File: config.mk
export PLATFORM = sky130hd
export DESIGN_NAME = anim_sprite_draw
export DESIGN_NICKNAME = d
export VERILOG_FILES = /design/src/rtl/sprite_pkg.sv /design/src/rtl/sprite_rom.sv /design/src/rtl/anim_sprite_draw.sv
export SDC_FILE = /design/constraint.sdc
export NUM_CORES = 1
export LEC_CHECK = 0
export ABC_AREA = 0
export ABC_CLOCK_PERIOD_IN_PS = 1700
export CAP_MARGIN = 20
export CELL_PAD_IN_SITES_DETAIL_PLACEMENT = 0
export CELL_PAD_IN_SITES_GLOBAL_PLACEMENT = 2
export CORE_UTILIZATION = 31
export DETAILED_ROUTE_END_ITERATION = 12
export HOLD_SLACK_MARGIN = 0.06
export PLACE_DENSITY_LB_ADDON = 0.1
export SYNTH_ARGS = -nofsm -noshare
export SYNTH_HDL_FRONTEND = slang
export SYNTH_SLANG_ARGS = --single-unit
export TNS_END_PERCENT = 5
File: constraint.sdc
create_clock -name CLK -period 1.7 [get_ports CLK]
set_clock_uncertainty 0.1 [all_clocks]
set_input_delay 0.34 -clock CLK [delete_from_list [all_inputs] [get_ports CLK]]
set_output_delay 0.34 -clock CLK [all_outputs]
set_load 0.05 [all_outputs]
File: src/rtl/sprite_pkg.sv
// sprite_pkg
// Shared types, constants and helpers for the animated sprite drawer.
//   rgb332_t             8-bit RGB332 pixel colour
//   anim_state_t         animation FSM states (IDLE, PLAY, DONE)
//   TRANSPARENT_DEFAULT  colour value treated as "not drawn"
//   idx_width()          index width for a count, never below 1 bit
//   sprite_pixel()       bitmap pattern used to populate the sprite ROM
package sprite_pkg;

    typedef logic [7:0] rgb332_t;

    typedef enum logic [1:0] {
        IDLE = 2'd0,
        PLAY = 2'd1,
        DONE = 2'd2
    } anim_state_t;

    localparam rgb332_t TRANSPARENT_DEFAULT = 8'hFF;

    function automatic int unsigned idx_width(input int unsigned n);
        return (n > 1) ? $clog2(n) : 1;
    endfunction

    // Bitmap content: the main diagonal (row == col) is transparent, every
    // other pixel encodes frame/row/column so each frame is distinguishable.
    function automatic rgb332_t sprite_pixel(input int unsigned frame,
                                             input int unsigned row,
                                             input int unsigned col);
        if (row == col) begin
            return TRANSPARENT_DEFAULT;
        end
        return {2'(frame % 4), 3'(row % 8), 3'(col % 8)};
    endfunction

endpackage

File: src/rtl/sprite_rom.sv
// sprite_rom
// Registered-read bitmap store holding FRAMES bitmaps of OBJ_W x OBJ_H
// RGB332 pixels. Contents come from sprite_pkg::sprite_pixel().
// Ports:
//   CLK     in   pixel clock
//   RESETn  in   asynchronous active-low reset (clears the read register)
//   frame   in   bitmap select
//   row     in   row within the bitmap
//   col     in   column within the bitmap
//   data    out  registered pixel colour, one cycle after the address
module sprite_rom
    import sprite_pkg::*;
#(
    parameter int OBJ_W  = 26,
    parameter int OBJ_H  = 26,
    parameter int FRAMES = 4,
    localparam int FW = idx_width(FRAMES),
    localparam int RW = idx_width(OBJ_H),
    localparam int CW = idx_width(OBJ_W)
) (
    input  logic          CLK,
    input  logic          RESETn,
    input  logic [FW-1:0] frame,
    input  logic [RW-1:0] row,
    input  logic [CW-1:0] col,
    output rgb332_t       data
);

    always_ff @(posedge CLK or negedge RESETn) begin
        if (!RESETn) begin
            data <= '0;
        end else begin
            data <= sprite_pixel(32'(frame), 32'(row), 32'(col));
        end
    end

endmodule

File: src/rtl/anim_sprite_draw.sv
// anim_sprite_draw
// Animated W x H sprite drawer. For each pixel coordinate it returns an
// RGB332 colour and a drawing request, 2 CLK after the coordinate, one pixel
// per clock. A frame-rate FSM steps through FRAMES bitmaps, changing the
// displayed bitmap only right after a startOfFrame pulse.
// Optional build macro: SPRITE_MIRROR_EN adds mirror_x (horizontal flip).
// Ports:
//   CLK, RESETn              pixel clock, asynchronous active-low reset
//   oCoord_X, oCoord_Y       current pixel coordinate
//   ObjectStartX/Y           sprite top-left corner
//   startOfFrame             one-cycle pulse per VGA frame
//   play, loop               animation control levels
//   mirror_x                 (SPRITE_MIRROR_EN only) flip columns
//   drawing_request          pixel inside sprite and opaque
//   mVGA_RGB                 pixel colour (ROM value, even when not drawn)
//   frame_idx                bitmap currently displayed
//   anim_done                one-cycle pulse on entering DONE
module anim_sprite_draw
    import sprite_pkg::*;
#(
    parameter int      OBJ_W           = 26,
    parameter int      OBJ_H           = 26,
    parameter int      FRAMES          = 4,
    parameter int      TICKS_PER_FRAME = 8,
    parameter int      COORD_W         = 11,
    parameter rgb332_t TRANSPARENT     = TRANSPARENT_DEFAULT,
    localparam int     FW              = idx_width(FRAMES)
) (
    input  logic               CLK,
    input  logic               RESETn,
    input  logic [COORD_W-1:0] oCoord_X,
    input  logic [COORD_W-1:0] oCoord_Y,
    input  logic [COORD_W-1:0] ObjectStartX,
    input  logic [COORD_W-1:0] ObjectStartY,
    input  logic               startOfFrame,
    input  logic               play,
    input  logic               loop,
`ifdef SPRITE_MIRROR_EN
    input  logic               mirror_x,
`endif
    output logic               drawing_request,
    output rgb332_t            mVGA_RGB,
    output logic [FW-1:0]      frame_idx,
    output logic               anim_done
);

    localparam int CW = idx_width(OBJ_W);
    localparam int RW = idx_width(OBJ_H);
    localparam int TW = idx_width(TICKS_PER_FRAME);
    localparam int EW = COORD_W + 1;

    localparam logic [FW-1:0] LAST_FRAME = FW'(FRAMES - 1);
    localparam logic [TW-1:0] LAST_TICK  = TW'(TICKS_PER_FRAME - 1);

    // ------------------------------------------------------------------
    // Hit test, one bit wider than the coordinates so Start+W cannot wrap
    // ------------------------------------------------------------------
    logic [EW-1:0] x_ext, y_ext, sx_ext, sy_ext, ex_ext, ey_ext;
    logic          inside_c;
    logic [CW-1:0] dx_c;
    logic [RW-1:0] dy_c;

    assign x_ext  = {1'b0, oCoord_X};
    assign y_ext  = {1'b0, oCoord_Y};
    assign sx_ext = {1'b0, ObjectStartX};
    assign sy_ext = {1'b0, ObjectStartY};
    assign ex_ext = sx_ext + EW'(OBJ_W);
    assign ey_ext = sy_ext + EW'(OBJ_H);

    assign inside_c = (x_ext >= sx_ext) && (x_ext < ex_ext) &&
                      (y_ext >= sy_ext) && (y_ext < ey_ext);

    // Offsets are zeroed outside the sprite so the ROM is never addressed
    // out of range.
    assign dx_c = inside_c ? CW'(x_ext - sx_ext) : '0;
    assign dy_c = inside_c ? RW'(y_ext - sy_ext) : '0;

    // ------------------------------------------------------------------
    // Stage 1: hit result, offsets and the frame being displayed
    // ------------------------------------------------------------------
    logic          valid_s1, inside_s1;
    logic [CW-1:0] dx_s1, col_s1;
    logic [RW-1:0] dy_s1;
    logic [FW-1:0] frame_s1;
`ifdef SPRITE_MIRROR_EN
    logic          mirror_s1;
`endif

    always_ff @(posedge CLK or negedge RESETn) begin
        if (!RESETn) begin
            valid_s1  <= 1'b0;
            inside_s1 <= 1'b0;
            dx_s1     <= '0;
            dy_s1     <= '0;
            frame_s1  <= '0;
`ifdef SPRITE_MIRROR_EN
            mirror_s1 <= 1'b0;
`endif
        end else begin
            valid_s1  <= 1'b1;
            inside_s1 <= inside_c;
            dx_s1     <= dx_c;
            dy_s1     <= dy_c;
            frame_s1  <= frame_idx;
`ifdef SPRITE_MIRROR_EN
            mirror_s1 <= mirror_x;
`endif
        end
    end

`ifdef SPRITE_MIRROR_EN
    assign col_s1 = mirror_s1 ? (CW'(OBJ_W - 1) - dx_s1) : dx_s1;
`else
    assign col_s1 = dx_s1;
`endif

    // ------------------------------------------------------------------
    // Stage 2: ROM read register drives mVGA_RGB directly; the hit flag
    // travels alongside it so the request lines up with the colour.
    // ------------------------------------------------------------------
    logic valid_s2, inside_s2;

    sprite_rom #(
        .OBJ_W  (OBJ_W),
        .OBJ_H  (OBJ_H),
        .FRAMES (FRAMES)
    ) u_rom (
        .CLK    (CLK),
        .RESETn (RESETn),
        .frame  (frame_s1),
        .row    (dy_s1),
        .col    (col_s1),
        .data   (mVGA_RGB)
    );

    always_ff @(posedge CLK or negedge RESETn) begin
        if (!RESETn) begin
            valid_s2  <= 1'b0;
            inside_s2 <= 1'b0;
        end else begin
            valid_s2  <= valid_s1;
            inside_s2 <= valid_s1 && inside_s1;
        end
    end

    assign drawing_request = valid_s2 && inside_s2 && (mVGA_RGB != TRANSPARENT);

    // ------------------------------------------------------------------
    // Animation FSM and tick counter
    // ------------------------------------------------------------------
    anim_state_t   state, state_n;
    logic [TW-1:0] tick, tick_n;
    logic [FW-1:0] frame_n;
    logic          done_n;

    always_ff @(posedge CLK or negedge RESETn) begin
        if (!RESETn) begin
            state     <= IDLE;
            tick      <= '0;
            frame_idx <= '0;
            anim_done <= 1'b0;
        end else begin
            state     <= state_n;
            tick      <= tick_n;
            frame_idx <= frame_n;
            anim_done <= done_n;
        end
    end

    // Entering PLAY needs no frame boundary since the bitmap stays at 0;
    // every transition that changes frame_idx waits for startOfFrame.
    always_comb begin
        state_n = state;
        tick_n  = tick;
        frame_n = frame_idx;
        done_n  = 1'b0;
        case (state)
            IDLE: begin
                tick_n  = '0;
                frame_n = '0;
                if (play) begin
                    state_n = PLAY;
                end
            end
            PLAY: begin
                if (startOfFrame) begin
                    if (!play) begin
                        state_n = IDLE;
                        tick_n  = '0;
                        frame_n = '0;
                    end else if (tick == LAST_TICK) begin
                        tick_n = '0;
                        if (frame_idx == LAST_FRAME) begin
                            if (loop) begin
                                frame_n = '0;
                            end else begin
                                state_n = DONE;
                                done_n  = 1'b1;
                            end
                        end else begin
                            frame_n = frame_idx + FW'(1);
                        end
                    end else begin
                        tick_n = tick + TW'(1);
                    end
                end
            end
            DONE: begin
                if (startOfFrame && !play) begin
                    state_n = IDLE;
                    tick_n  = '0;
                    frame_n = '0;
                end
            end
            default: begin
                state_n = IDLE;
                tick_n  = '0;
                frame_n = '0;
            end
        endcase
    end

endmodule
After elaboration in Yosys (flattened, before gate mapping). Index checks and enable logic that the tools add are counted.

Register bits after elaboration: 32.

$add $sub $neg: 6. $lt $le $gt $ge: 4. Equal/unequal tests: 13. Mux-type cells: 30. Reduce and logical (&&, ||, !) cells: 12.

Operators with widths (number): $add 11x5->12 const B (2); $lt 11x12->1 (2); $mux 2 (12); $ge 11x11->1 (2); $mux 8 (2); $mux 3 (4); $mux 5 (2); $sub 5x5->5 (2); $ne 3x3->1 const B (3); $ne 8x8->1 const B (1); $logic_and 1x1->1 (7); $mux 1 (7); $ne 2x2->1 const B (3); $pmux 2 s3 (1); $pmux 3 s2 (1); $reduce_and 6->1 (1); $eq 5x5->1 (1); $eq 2x2->1 const B (2); $ne 4x4->1 const B (1); $pmux 2 s2 (1); $reduce_and 4->1 (1); $add 3x1->3 const B (1); $eq 3x3->1 const B (1); $add 2x1->2 const B (1); 4 further kinds (4).

Longest topological paths before layout.
Depth after elaboration: 6. Mapped depth: 12.

Hierarchy. A second synthesis with hierarchy kept.

Cell total of the unflattened synthesis: 274. Area, all modules: 2675.1 µm².

By module, submodules not included: anim_sprite_draw (instances 1, cells an instance 252, area each 2319.7 µm², sequential area each 600.6 µm²); sprite_rom (instances 1, cells an instance 22, area each 355.3 µm², sequential area each 200.2 µm²).

Least setup slack after synthesis. Ideal clock, no wire load.

Kind: in2reg. Start point: in ObjectStartY[1]. End point: reg dx_s1[2], in the netlist col_s1[2]. Library setup time: 0.096 ns. Data arrival time: 2.463 ns. Data required time: 1.504 ns. Path slack: -0.959 ns. Stages on the path: 11. Buffers on the path: 1. Cell sequence: ha_1 > nor3_1 > or3_4 > nor3_1 > xnor2_1 > ha_1 > and4_1 > a2111oi_4 > a21oi_2 > buf_6 > nor4_2.

Cells in the longest elaborated chain, start to end: 4.

Ends and longest elaborated chain: from (decl) (line anim_sprite_draw.sv:34) `input logic [COORD_W-1:0] ObjectStartY,`; $add 11x5->12 or $ge 11x11->1 (tied branches) (line anim_sprite_draw.sv:68, anim_sprite_draw.sv:71); $lt 11x12->1 or $logic_and 1x1->1 (tied branches) (line anim_sprite_draw.sv:71, anim_sprite_draw.sv:70); $logic_and 1x1->1 * (line anim_sprite_draw.sv:71) `(y_ext >= sy_ext) && (y_ext < ey_ext);`; $mux 5 * (line anim_sprite_draw.sv:75) `assign dx_c = inside_c ? CW'(x_ext - sx_ext) : '0;`; named net dx_c[2] (line anim_sprite_draw.sv:60) `logic [CW-1:0] dx_c;`; to (signal assigned) (line anim_sprite_draw.sv:93) `dx_s1 <= '0;`; to (signal assigned) (line anim_sprite_draw.sv:102) `dx_s1 <= dx_c;`; to (decl) (line anim_sprite_draw.sv:82) `logic [CW-1:0] dx_s1, col_s1;`.

The timed path passes the listed nets; every way through them passes the cells marked *. A chain may end at the register's enable or synchronous reset.

Final worst setup path.
Start point: in ObjectStartX[2]. End point: reg dx_s1[4], in the netlist col_s1[4].

Cells in the longest elaborated chain, start to end: 6.

Ends and longest elaborated chain: from (decl) (line anim_sprite_draw.sv:33) `input logic [COORD_W-1:0] ObjectStartX,`; $add 11x5->12 (line anim_sprite_draw.sv:67) `assign ex_ext = sx_ext + EW'(OBJ_W);`; $lt 11x12->1 (line anim_sprite_draw.sv:70) `assign inside_c = (x_ext >= sx_ext) && (x_ext < ex_ext) &&`; $logic_and 1x1->1 (2 in series) (line anim_sprite_draw.sv:70); $logic_and 1x1->1 (line anim_sprite_draw.sv:71); $mux 5 * (line anim_sprite_draw.sv:75); named net dx_c[4] (line anim_sprite_draw.sv:60).

Marked as above.

==> impl_metrics.tcl <==
set metrics [dict create \
    status "finished, violations left" \
    violations "setup timing" \
    holdBufCountCts 0 \
    layout_commonest_cell "buf_4" \
    fin_crit_ns 2.52 \
    p_sw_frac 0.379 \
    async_flop_share 1.00 \
    pwr-share-seq 0.321 \
    tritoncts "built" \
    rsz0062_at_grt "yes" \
    first_global_vias 2302 \
    insertion_delay_ns 0.28 \
    ir_drop_uv 491 \
    place.gp.congestion 0.789 \
    maxSlewViolCount 0 \
    dp_hpwl_um 5050 \
    clk_pin_slew_worst_paths_ns 0.06 \
    cts_max_level 2 \
    dieHeight_um 95.4 \
    portBuffers 60 \
    dieArea_um2 9100 \
    area_growth_pct 56.6 \
    vias 2410 \
    routed_wl_um 6190 \
    cap_violations 0 \
    crit_arrival_ns 2.61 \
    start_kind "input pin" \
    cp-end-kind "flip-flop" \
    setup_slack_ns -0.821 \
    cp.required_ns 1.79 \
    synth_adder_area_share 0.238 \
    cts_sinks 32 \
    avgSynthCellArea_um2 9.69 \
    dpl_worst_slack_ns -1.66 \
    worst_path_max_delay_cell "or3_4" \
    drc 0 \
    hold_class "flip-flop to flip-flop" \
    synth_edf_count 0 \
    mostFrequentLayoutCells "74 x buf_4, 43 x ha_1, 33 x clkdlybuf4s50_1, 32 x dfrtp_1, 28 x inv_1" \
    io_pins 61 \
    core_area_um2 8340 \
    finish.utilization 0.508 \
    synthSimpleGateAreaFrac 0.187 \
    netlist_area_um2 2700 \
    finalSetupViolCount 11 \
    ant_nets 0 \
    avgRoutedWirePerCell_um 11.9 \
    period_share 1.48 \
    grt_pass1_wl_um 10300 \
    ys_ff_latch 32 \
    die_w_um 95.4 \
    initial_utilization 0.324 \
    power_density_nw_per_um2 658 \
    grt_usage 0.145 \
    cts_made_buffers 5 \
    root_buffer "clkbuf_8" \
    syn_nets 377 \
    seq_area_frac_synth 0.296 \
    synth-xor-area-share 0.0810 \
    dr.first_iter.drc_count 57 \
    worst_slew_pin_slew_ns 0.674 \
    intPower_mw 1.73 \
    yosys_warnings 0 \
    num-nets-final 511 \
    max_stage_delay_ns 0.39 \
    slew_headroom 0.551 \
    diodes 0 \
    grt_max_degree 33 \
    leakagePower_nw 2.02 \
    path_class "input pin to flip-flop" \
    synth_top_family_by_area "adder cells" \
    final-hold-violation-count 0 \
    postSynthCellCount 279 \
    yosysUniqueCellTypes 47 \
    drt-vias-per-instance 4.65 \
    switchingPower_mw 1.06 \
    synth.area.mux_share 0 \
    combPwrFrac 0.489 \
    synth-compound-area-share 0.143 \
    clock_power_share 0.190 \
    cts_max_path_buffers 2 \
    num_rows 33 \
    cp_cell_sequence "buf_8 > ha_4 > or3_4 > nand3_4 > nor3_2 > xnor2_1 > ha_1 > a21oi_2 > o221ai_2 > a41oi_2 > o221ai_4 > buf_12 > nor4_4" \
    final_layout_size_suffix_gt1_frac 0.324 \
    clock.fmax_mhz 397 \
    synth_ff_type "dfrtp_1" \
    gr-total-overflow 0 \
    antenna_found_initial 0 \
    path_max_fanout 6 \
    dr.pass1.iters 4 \
]
-- timing repair --
action	4_1_cts	5_1_grt
buffers inserted	4	0
gates resized for setup	40	24
pin swaps	20	17
gates cloned	2	0
setup endpoints to repair	11	11
endpoints found under the hold margin	0	0
-- flip-flops by register name, indices dropped and copies added (netlist names) --
register / count
anim_done: 1
tick: 3
inside_s2: 1
dy_s1: 5
col_s1: 5
frame_idx: 2
u_rom.data: 8
valid_s1: 1
valid_s2: 1
state: 2
frame_s1: 2
inside_s1: 1
-- logic make-up (layout without fill, tap and decap cells) --
family,count (synthesis),count (layout)
other,1,1
xor gates and xnor gates,25,25
buffers and inverters,34,167
AOI/OAI and AO/OA,56,57
adders and majority gates,49,49
DFF,32,32
and+or+nand+nor,82,82
-- worst paths after layout --
check	start	cells past startpoint	end	slack [ns]
max	ObjectStartX[2]	13	col_s1[4]	-0.82
min	valid_s1	0	valid_s2	0.27
max reg2reg	tick[0]	5	frame_idx[1]	0.23
min reg2reg	valid_s1	0	valid_s2	0.27
max in group asynchronous	RESETn	2	u_rom.data[0]	0.86
min in group asynchronous	RESETn	2	dy_s1[2]	0.36
-- cell type report --
class	instances	area, µm²
clock buffers	6	72.6
clock inverters	1	5.00
inverters	31	116
multi-input cells	214	1950
repair buffers	129	1160
well taps	105	131
flip-flops and latches	32	801
fillers	812	4110
-- cell usage after synthesis (2+ instances only) --
| master | number | share of area |
|---|---|---|
| ha_1 | 45 | 0.21 |
| dfrtp_1 | 32 | 0.30 |
| inv_1 | 30 | 0.042 |
| a21oi_1 | 20 | 0.037 |
| xnor2_1 | 18 | 0.058 |
| nand2_1 | 17 | 0.024 |
| o21ai_0 | 13 | 0.024 |
| nor2_1 | 12 | 0.017 |
| nand2b_1 | 10 | 0.023 |
| nor4_2 | 9 | 0.042 |
| nand3_1 | 8 | 0.015 |
| xor2_1 | 7 | 0.023 |
| nor3_1 | 6 | 0.011 |
| a21o_1 | 4 | 0.011 |
| fa_1 | 4 | 0.030 |
| nand4_1 | 4 | 0.0093 |
| and3_1 | 3 | 0.0069 |
| a211oi_1 | 2 | 0.0056 |
| a41oi_1 | 2 | 0.0065 |
| and2_1 | 2 | 0.0046 |
| buf_6 | 2 | 0.0083 |
| nor2b_1 | 2 | 0.0046 |
| nor4_1 | 2 | 0.0046 |
| or3_4 | 2 | 0.0083 |
-- stage by stage --
step | instances | hold WS [ns] | total power [mW] | instance area, µm² | TNS (ns)
after floorplan | 279 | -0.0556 | 1.65 | 2740 | -9.06
after global placement | 505 | 0.251 | 2.16 | 3940 | -17.58
after detailed placement | 505 | 0.255 | 2.17 | 3940 | -18.27
after CTS | 518 | 0.268 | 2.79 | 4180 | -9.85
after global routing | 518 | 0.288 | 3.00 | 4230 | -9.60
final | 518 | 0.267 | 2.79 | 4230 | -8.44
-- worst max-delay path, delay by kind of cell --
kind            cells  cell delay, ns
compound gates      4            0.65
xor+xnor            1            0.12
buf+inv             2            0.28
simple gates        4            0.75
fa+ha+maj           2            0.46
-- power groups by stage --
stage	sequential (mW)	combinational [mW]	clock, mW
after global placement	0.907	1.25	0
final	0.896	1.36	0.529
after global routing	0.910	1.50	0.589
after detailed placement	0.912	1.26	0
after floorplan	1.14	0.503	0
after CTS	0.898	1.35	0.547
-- layer usage --
metal	vias up	part of all wire	GRT usage
met3	7	0.035	0.0239
met4	0	0.0079	0.0299
met2	49	0.48	0.249
met1	1096	0.48	0.190
li1	1258	-	-
met5	-	0	0
No activity file was read; power rests on OpenSTA's default activity.
